### config.mk
export PLATFORM = sky130hd
export DESIGN_NAME = pipeline_hazard_ctrl
export DESIGN_NICKNAME = d
export VERILOG_FILES = /design/src/rtl/pipe_ctrl_pkg.sv /design/src/rtl/hazard_stats_counter.sv /design/src/rtl/pipeline_hazard_ctrl.sv
export SDC_FILE = /design/constraint.sdc
export NUM_CORES = 1
export LEC_CHECK = 0
export ABC_AREA = 0
export CORE_ASPECT_RATIO = 0.5
export CORE_MARGIN = 10
export CORE_UTILIZATION = 33
export CTS_CLUSTER_DIAMETER = 80
export DETAILED_ROUTE_END_ITERATION = 8
export PLACE_DENSITY = 0.95
export SKIP_CTS_REPAIR_TIMING = 1
export SLEW_MARGIN = 20
export SYNTH_ARGS = -nofsm -noshare
export SYNTH_HDL_FRONTEND = slang
export SYNTH_SLANG_ARGS = --single-unit
export TNS_END_PERCENT = 30
### constraint.sdc
create_clock -name clk -period 3.15 [get_ports clk]
set_input_delay 0.4725 -clock clk [delete_from_list [all_inputs] [get_ports clk]]
set_output_delay 0.4725 -clock clk [all_outputs]
set_load 0.01 [all_outputs]
### src/rtl/pipe_ctrl_pkg.sv
// Shared types for the pipeline hazard controller and the forwarding logic.
package pipe_ctrl_pkg;

  typedef enum logic [1:0] {
    RUN      = 2'd0,
    MD_BUSY  = 2'd1,
    MEM_WAIT = 2'd2
  } phc_state_t;

  localparam int unsigned REG_ZERO = 0;

  // Operand forwarding mux selects
  localparam logic [1:0] FWD_NONE  = 2'b00;
  localparam logic [1:0] FWD_EXMEM = 2'b01;
  localparam logic [1:0] FWD_MEMWB = 2'b10;

endpackage

### src/rtl/hazard_stats_counter.sv
// Saturating event counter used for hazard statistics.
module hazard_stats_counter #(
  parameter int unsigned CNT_W = 32
) (
  input  logic             clk,
  input  logic             rst_n,
  input  logic             i_inc,
  output logic [CNT_W-1:0] o_cnt
);

  logic [CNT_W-1:0] r_cnt;

  always_ff @(posedge clk or negedge rst_n) begin
    if (!rst_n) begin
      r_cnt <= '0;
    end else if (i_inc && (r_cnt != {CNT_W{1'b1}})) begin
      r_cnt <= r_cnt + CNT_W'(1);
    end
  end

  assign o_cnt = r_cnt;

endmodule

### src/rtl/pipeline_hazard_ctrl.sv
// Stall/flush sequencer for the 5-stage core: load-use, redirect, mul/div and dmem waits.
// Optional statistics counters are built when PHC_STATS_EN is defined.
module pipeline_hazard_ctrl
  import pipe_ctrl_pkg::*;
#(
  parameter int unsigned REG_AW = 5,
  parameter int unsigned CNT_W  = 32
) (
  input  logic              clk,
  input  logic              rst_n,
  input  logic [REG_AW-1:0] idRs1,
  input  logic [REG_AW-1:0] idRs2,
  input  logic              idUseRs1,
  input  logic              idUseRs2,
  input  logic [REG_AW-1:0] idExRd,
  input  logic              idExMemRead,
  input  logic              exRedirect,
  input  logic              mdStart,
  input  logic              mdDone,
  input  logic              memReq,
  input  logic              memReady,
  output logic              pcWe,
  output logic              ifIdWe,
  output logic              idExWe,
  output logic              exMemWe,
  output logic              memWbWe,
  output logic              ifIdFlush,
  output logic              idExFlush,
  output logic              exMemFlush,
  output logic              memWbFlush,
  output logic [CNT_W-1:0]  stallCnt,
  output logic [CNT_W-1:0]  flushCnt
);

  phc_state_t r_state;
  phc_state_t w_state_nxt;
  logic       r_md_pend;
  logic       w_md_pend_nxt;
  logic       r_md_seen;
  logic       w_md_seen_nxt;
  logic       w_mem_stall;
  logic       w_load_use;
  logic       w_redirect_taken;

  assign w_mem_stall = memReq & ~memReady;
  assign w_load_use  = idExMemRead && (idExRd != REG_AW'(REG_ZERO)) &&
                       ((idUseRs1 && (idRs1 == idExRd)) || (idUseRs2 && (idRs2 == idExRd)));

  always_ff @(posedge clk or negedge rst_n) begin
    if (!rst_n) begin
      r_state   <= RUN;
      r_md_pend <= 1'b0;
      r_md_seen <= 1'b0;
    end else begin
      r_state   <= w_state_nxt;
      r_md_pend <= w_md_pend_nxt;
      r_md_seen <= w_md_seen_nxt;
    end
  end

  // Next state and per-stage enables/flushes; r_md_pend marks a mul/div op parked behind a memory wait
  always_comb begin
    w_state_nxt      = r_state;
    w_md_pend_nxt    = r_md_pend;
    w_md_seen_nxt    = r_md_seen;
    w_redirect_taken = 1'b0;
    pcWe             = 1'b1;
    ifIdWe           = 1'b1;
    idExWe           = 1'b1;
    exMemWe          = 1'b1;
    memWbWe          = 1'b1;
    ifIdFlush        = 1'b0;
    idExFlush        = 1'b0;
    exMemFlush       = 1'b0;
    memWbFlush       = 1'b0;

    unique case (r_state)
      RUN: begin
        if (w_mem_stall) begin
          {pcWe, ifIdWe, idExWe, exMemWe, memWbWe} = 5'b00000;
          memWbFlush    = 1'b1;
          w_md_pend_nxt = mdStart;
          w_state_nxt   = MEM_WAIT;
        end else if (mdStart) begin
          {pcWe, ifIdWe, idExWe} = 3'b000;
          exMemFlush  = 1'b1;
          w_state_nxt = MD_BUSY;
        end else if (exRedirect) begin
          ifIdFlush        = 1'b1;
          idExFlush        = 1'b1;
          w_redirect_taken = 1'b1;
        end else if (w_load_use) begin
          {pcWe, ifIdWe} = 2'b00;
          idExFlush      = 1'b1;
        end
      end
      MD_BUSY: begin
        if (w_mem_stall) begin
          {pcWe, ifIdWe, idExWe, exMemWe, memWbWe} = 5'b00000;
          memWbFlush    = 1'b1;
          w_md_pend_nxt = 1'b1;
          w_md_seen_nxt = mdDone;
          w_state_nxt   = MEM_WAIT;
        end else if (mdDone) begin
          w_md_pend_nxt = 1'b0;
          w_state_nxt   = RUN;
        end else begin
          {pcWe, ifIdWe, idExWe} = 3'b000;
          exMemFlush = 1'b1;
        end
      end
      MEM_WAIT: begin
        if (w_mem_stall) begin
          {pcWe, ifIdWe, idExWe, exMemWe, memWbWe} = 5'b00000;
          memWbFlush = 1'b1;
          if (mdDone) w_md_seen_nxt = 1'b1;
        end else begin
          // A done pulse coinciding with memReady also completes the op
          w_md_seen_nxt = 1'b0;
          if (r_md_pend && !(r_md_seen || mdDone)) begin
            w_state_nxt = MD_BUSY;
          end else begin
            w_md_pend_nxt = 1'b0;
            w_state_nxt   = RUN;
          end
        end
      end
      default: begin
        w_state_nxt   = RUN;
        w_md_pend_nxt = 1'b0;
        w_md_seen_nxt = 1'b0;
      end
    endcase

    if (!rst_n) begin
      {pcWe, ifIdWe, idExWe, exMemWe, memWbWe}         = 5'b00000;
      {ifIdFlush, idExFlush, exMemFlush, memWbFlush}   = 4'b1111;
    end
  end

  // A new mul/div may only enter EX while the pipeline runs freely
  a_md_start_in_run: assert property (@(posedge clk) disable iff (!rst_n)
    mdStart |-> (r_state == RUN));

`ifdef PHC_STATS_EN
  hazard_stats_counter #(.CNT_W(CNT_W)) u_stall_cnt (
    .clk   (clk),
    .rst_n (rst_n),
    .i_inc (~pcWe),
    .o_cnt (stallCnt)
  );

  hazard_stats_counter #(.CNT_W(CNT_W)) u_flush_cnt (
    .clk   (clk),
    .rst_n (rst_n),
    .i_inc (w_redirect_taken),
    .o_cnt (flushCnt)
  );
`else
  assign stallCnt = '0;
  assign flushCnt = '0;
`endif

endmodule

==> results_dict.tcl, run 1 <==
set metrics [dict create \
    num_antenna_cells 0 \
    status "complete, no violations" \
    synth_top_cell_by_area "buf_4" \
    ant_nets 0 \
    synth-edff-count 0 \
    yosys_warnings 0 \
    yosysMostFrequentCell "buf_4" \
    core_um2 2978 \
    fin_tns_setup_ns 0 \
    design_area_um2 1189 \
    yosys.area_share.adder_pct 4.890 \
    worst_slack_ns 0.1509 \
    drv_slew 0 \
    dp_hpwl_mm 2.459 \
    hold_ws_ns 0.5281 \
    grt_usage_pct 7.834 \
    start_kind "input port" \
    vias 764 \
    synth-async-reset-ratio_pct 100.0 \
    antenna_found_initial 0 \
    clk_latency_ns 0.21 \
    worstSetupPathType "input port to output port" \
    die_area_um2 5864 \
    synth_simple_gate_area_share_pct 11.86 \
    met1_usage_pct 5.614 \
    p_per_area_nw_per_um2 474.2 \
    tritoncts "built" \
    period_share_pct 95.21 \
    numCtsBuffers 3 \
    drt_first_pass_iters 4 \
    synth_top_area_share_pct 48.41 \
    cp_top_family "buffers and inverters" \
    synth_compound_area_share_pct 12.35 \
    ys_top_cells_by_area "buf_4, dfrtp_1, xor2_1" \
    dieWidth_um 98.76 \
    use_met3_pct 4.657 \
    yosysUniqueCellTypes 33 \
    grt_pass1_wl_mm 3.884 \
    fin_util_pct 39.92 \
    min_path_type "register to register" \
    grt-busiest-layer "met2" \
    place_area_um2 1147 \
    required_ns 2.68 \
    clockBufferDepth 2 \
    grt_pass1_vias 812 \
    dp_cells 200 \
    cts_sinks 4 \
    io_buffers 33 \
    synth-xor-area-share_pct 8.557 \
    period_needed_ns 2.999 \
    cts_max_level 1 \
    use_met2_pct 16.14 \
    fp.dieH_um 59.38 \
    cts_root_buf "clkbuf_8" \
    pin_count 98 \
    synth_cells 130 \
    cp_max_fo 3 \
    power.total_mw 0.5637 \
    rsz0062_at_grt "no" \
    synthTopCellsByCount "buf_4, xor2_1, nand2_1" \
    p_leak_nw 0.5765 \
    num_rows 14 \
    setup_viol 0 \
    viasPerCell 3.764 \
    initial_core_util_pct 34.37 \
    ir_drop_uv 199.6 \
    synth_top_family_by_area "buffers and inverters" \
    slowest_delay_ns 0.56 \
    critPathArrivalTime_ns 2.53 \
    pre_cts_ws_ns 0.1295 \
    drive_above_1_share_pct 4.294 \
    syn_area_per_cell_um2 7.873 \
    yosysSeqAreaShare_pct 9.780 \
    wl_per_cell_um 12.78 \
    finClkSkew_ns 0.00007698 \
    overflow 0 \
    drc 0 \
    crit_top_cell "clkdlybuf4s50_1" \
    critical_path.cell_chain "clkdlybuf4s50_1, or4_1, o21ai_0, o41a_1, clkdlybuf4s50_1" \
    clk_pin_slew_ns 0.03 \
    end_kind "output port" \
    max_freq_mhz 333.4 \
    area_growth_pct 16.14 \
    ys_ff_latch 4 \
    final_nets 194 \
    grt_max_degree 10 \
    muxShareOfSynthArea_pct 2.200 \
    stdcell_count 203 \
    drt-total-wl_mm 2.594 \
    synthFlopType "dfrtp_1" \
    critPathBufInv 2 \
    critPathSlowestCell "clkdlybuf4s50_1" \
    maxCapViolations 0 \
    gp_congestion 0.8676 \
    hold_violations 0 \
    syn_area_um2 1023 \
    dr.first_iter.drc_count 46 \
]
-- cells by family after synthesis --
family                     Yosys count
buffers and inverters               70
and+or+nand+nor                     21
adders and majority gates            4
xor gates and xnor gates            10
other                                1
AOI/OAI and AO/OA                   18
muxes                                2
DFF                                  4
-- worst reg2reg max path, delay by kind of cell, from the launching register on --
| family | cells | cell delay, ns |
|---|---|---|
| flip-flops | 1 | 0.40 |
| multiplexers | 1 | 0.33 |
| AO/OA/AOI/OAI | 1 | 0.12 |
| AND/OR/NAND/NOR | 2 | 0.34 |
| buffers and inverters | 1 | 0.09 |
| adder cells (fa/ha/maj) | 1 | 0.25 |
-- placed cells by master, fill, tap and decap left out, drive strengths merged, types with 2 or more instances in the layout --
master and n:
ha 4, a21oi 3, clkdlybuf4s50 33, nor2b 3, nor2 2, o21ai 3, and2 2, xor2 8
nor4 3, conb 64, dfrtp 4, clkbuf 3, o21a 2, inv 3, mux2 2, nand2 7
xnor2 2
-- worst paths after layout --
| kind | slack, ns | cells after the start | startpoint | endpoint |
|---|---|---|---|---|
| setup / recovery | 0.15 | 5 | idExRd[2] | ifIdWe |
| hold / removal | 0.53 | 1 | r_md_seen | r_md_seen |
| setup reg to reg | 1.49 | 6 | r_state[1] | r_state[0] |
| hold reg to reg | 0.53 | 1 | r_md_seen | r_md_seen |
| max in group asynchronous | 2.36 | 1 | rst_n | r_md_pend |
| min in group asynchronous | 0.54 | 1 | rst_n | r_state[0] |
-- state kept, by name, summed over array words and instances, names as in the netlist --
name and count:
r_md_pend 1, r_md_seen 1, r_state 2
-- where the power goes --
part,switching (mW),internal (mW),total [mW]
combinational,0.187,0.173,0.360
sequential,0.0209,0.0779,0.0988
clock,0.0237,0.0812,0.105
total,0.232,0.332,0.564
-- layout make-up --
type                    instances  area (µm²)
flip-flops and latches          4       100.1
clock buffers                   3       41.29
repair buffers                 34       337.8
well taps                      40       50.05
inverters                       3       11.26
multi-input cells             119       648.1
fillers                       305        1789
-- per-layer routing --
layer / up-vias / part of all wire (%)
met5: - / 0
met4: 0 / 1.0
met3: 2 / 12
met2: 41 / 61
met1: 353 / 26
li1: 368 / -
(Power assumes the default switching activity.)
==> run 2: changes to the inputs <==
--- a/config.mk
+++ b/config.mk
@@ -6,6 +6,7 @@
 export NUM_CORES = 1
 export LEC_CHECK = 0
 export ABC_AREA = 0
+export CAP_MARGIN = 20
 export CORE_ASPECT_RATIO = 0.5
 export CORE_MARGIN = 10
 export CORE_UTILIZATION = 33
==> results of run 2 <==
Same layout as run 1: the final DEF is identical, and so are final timing and power.
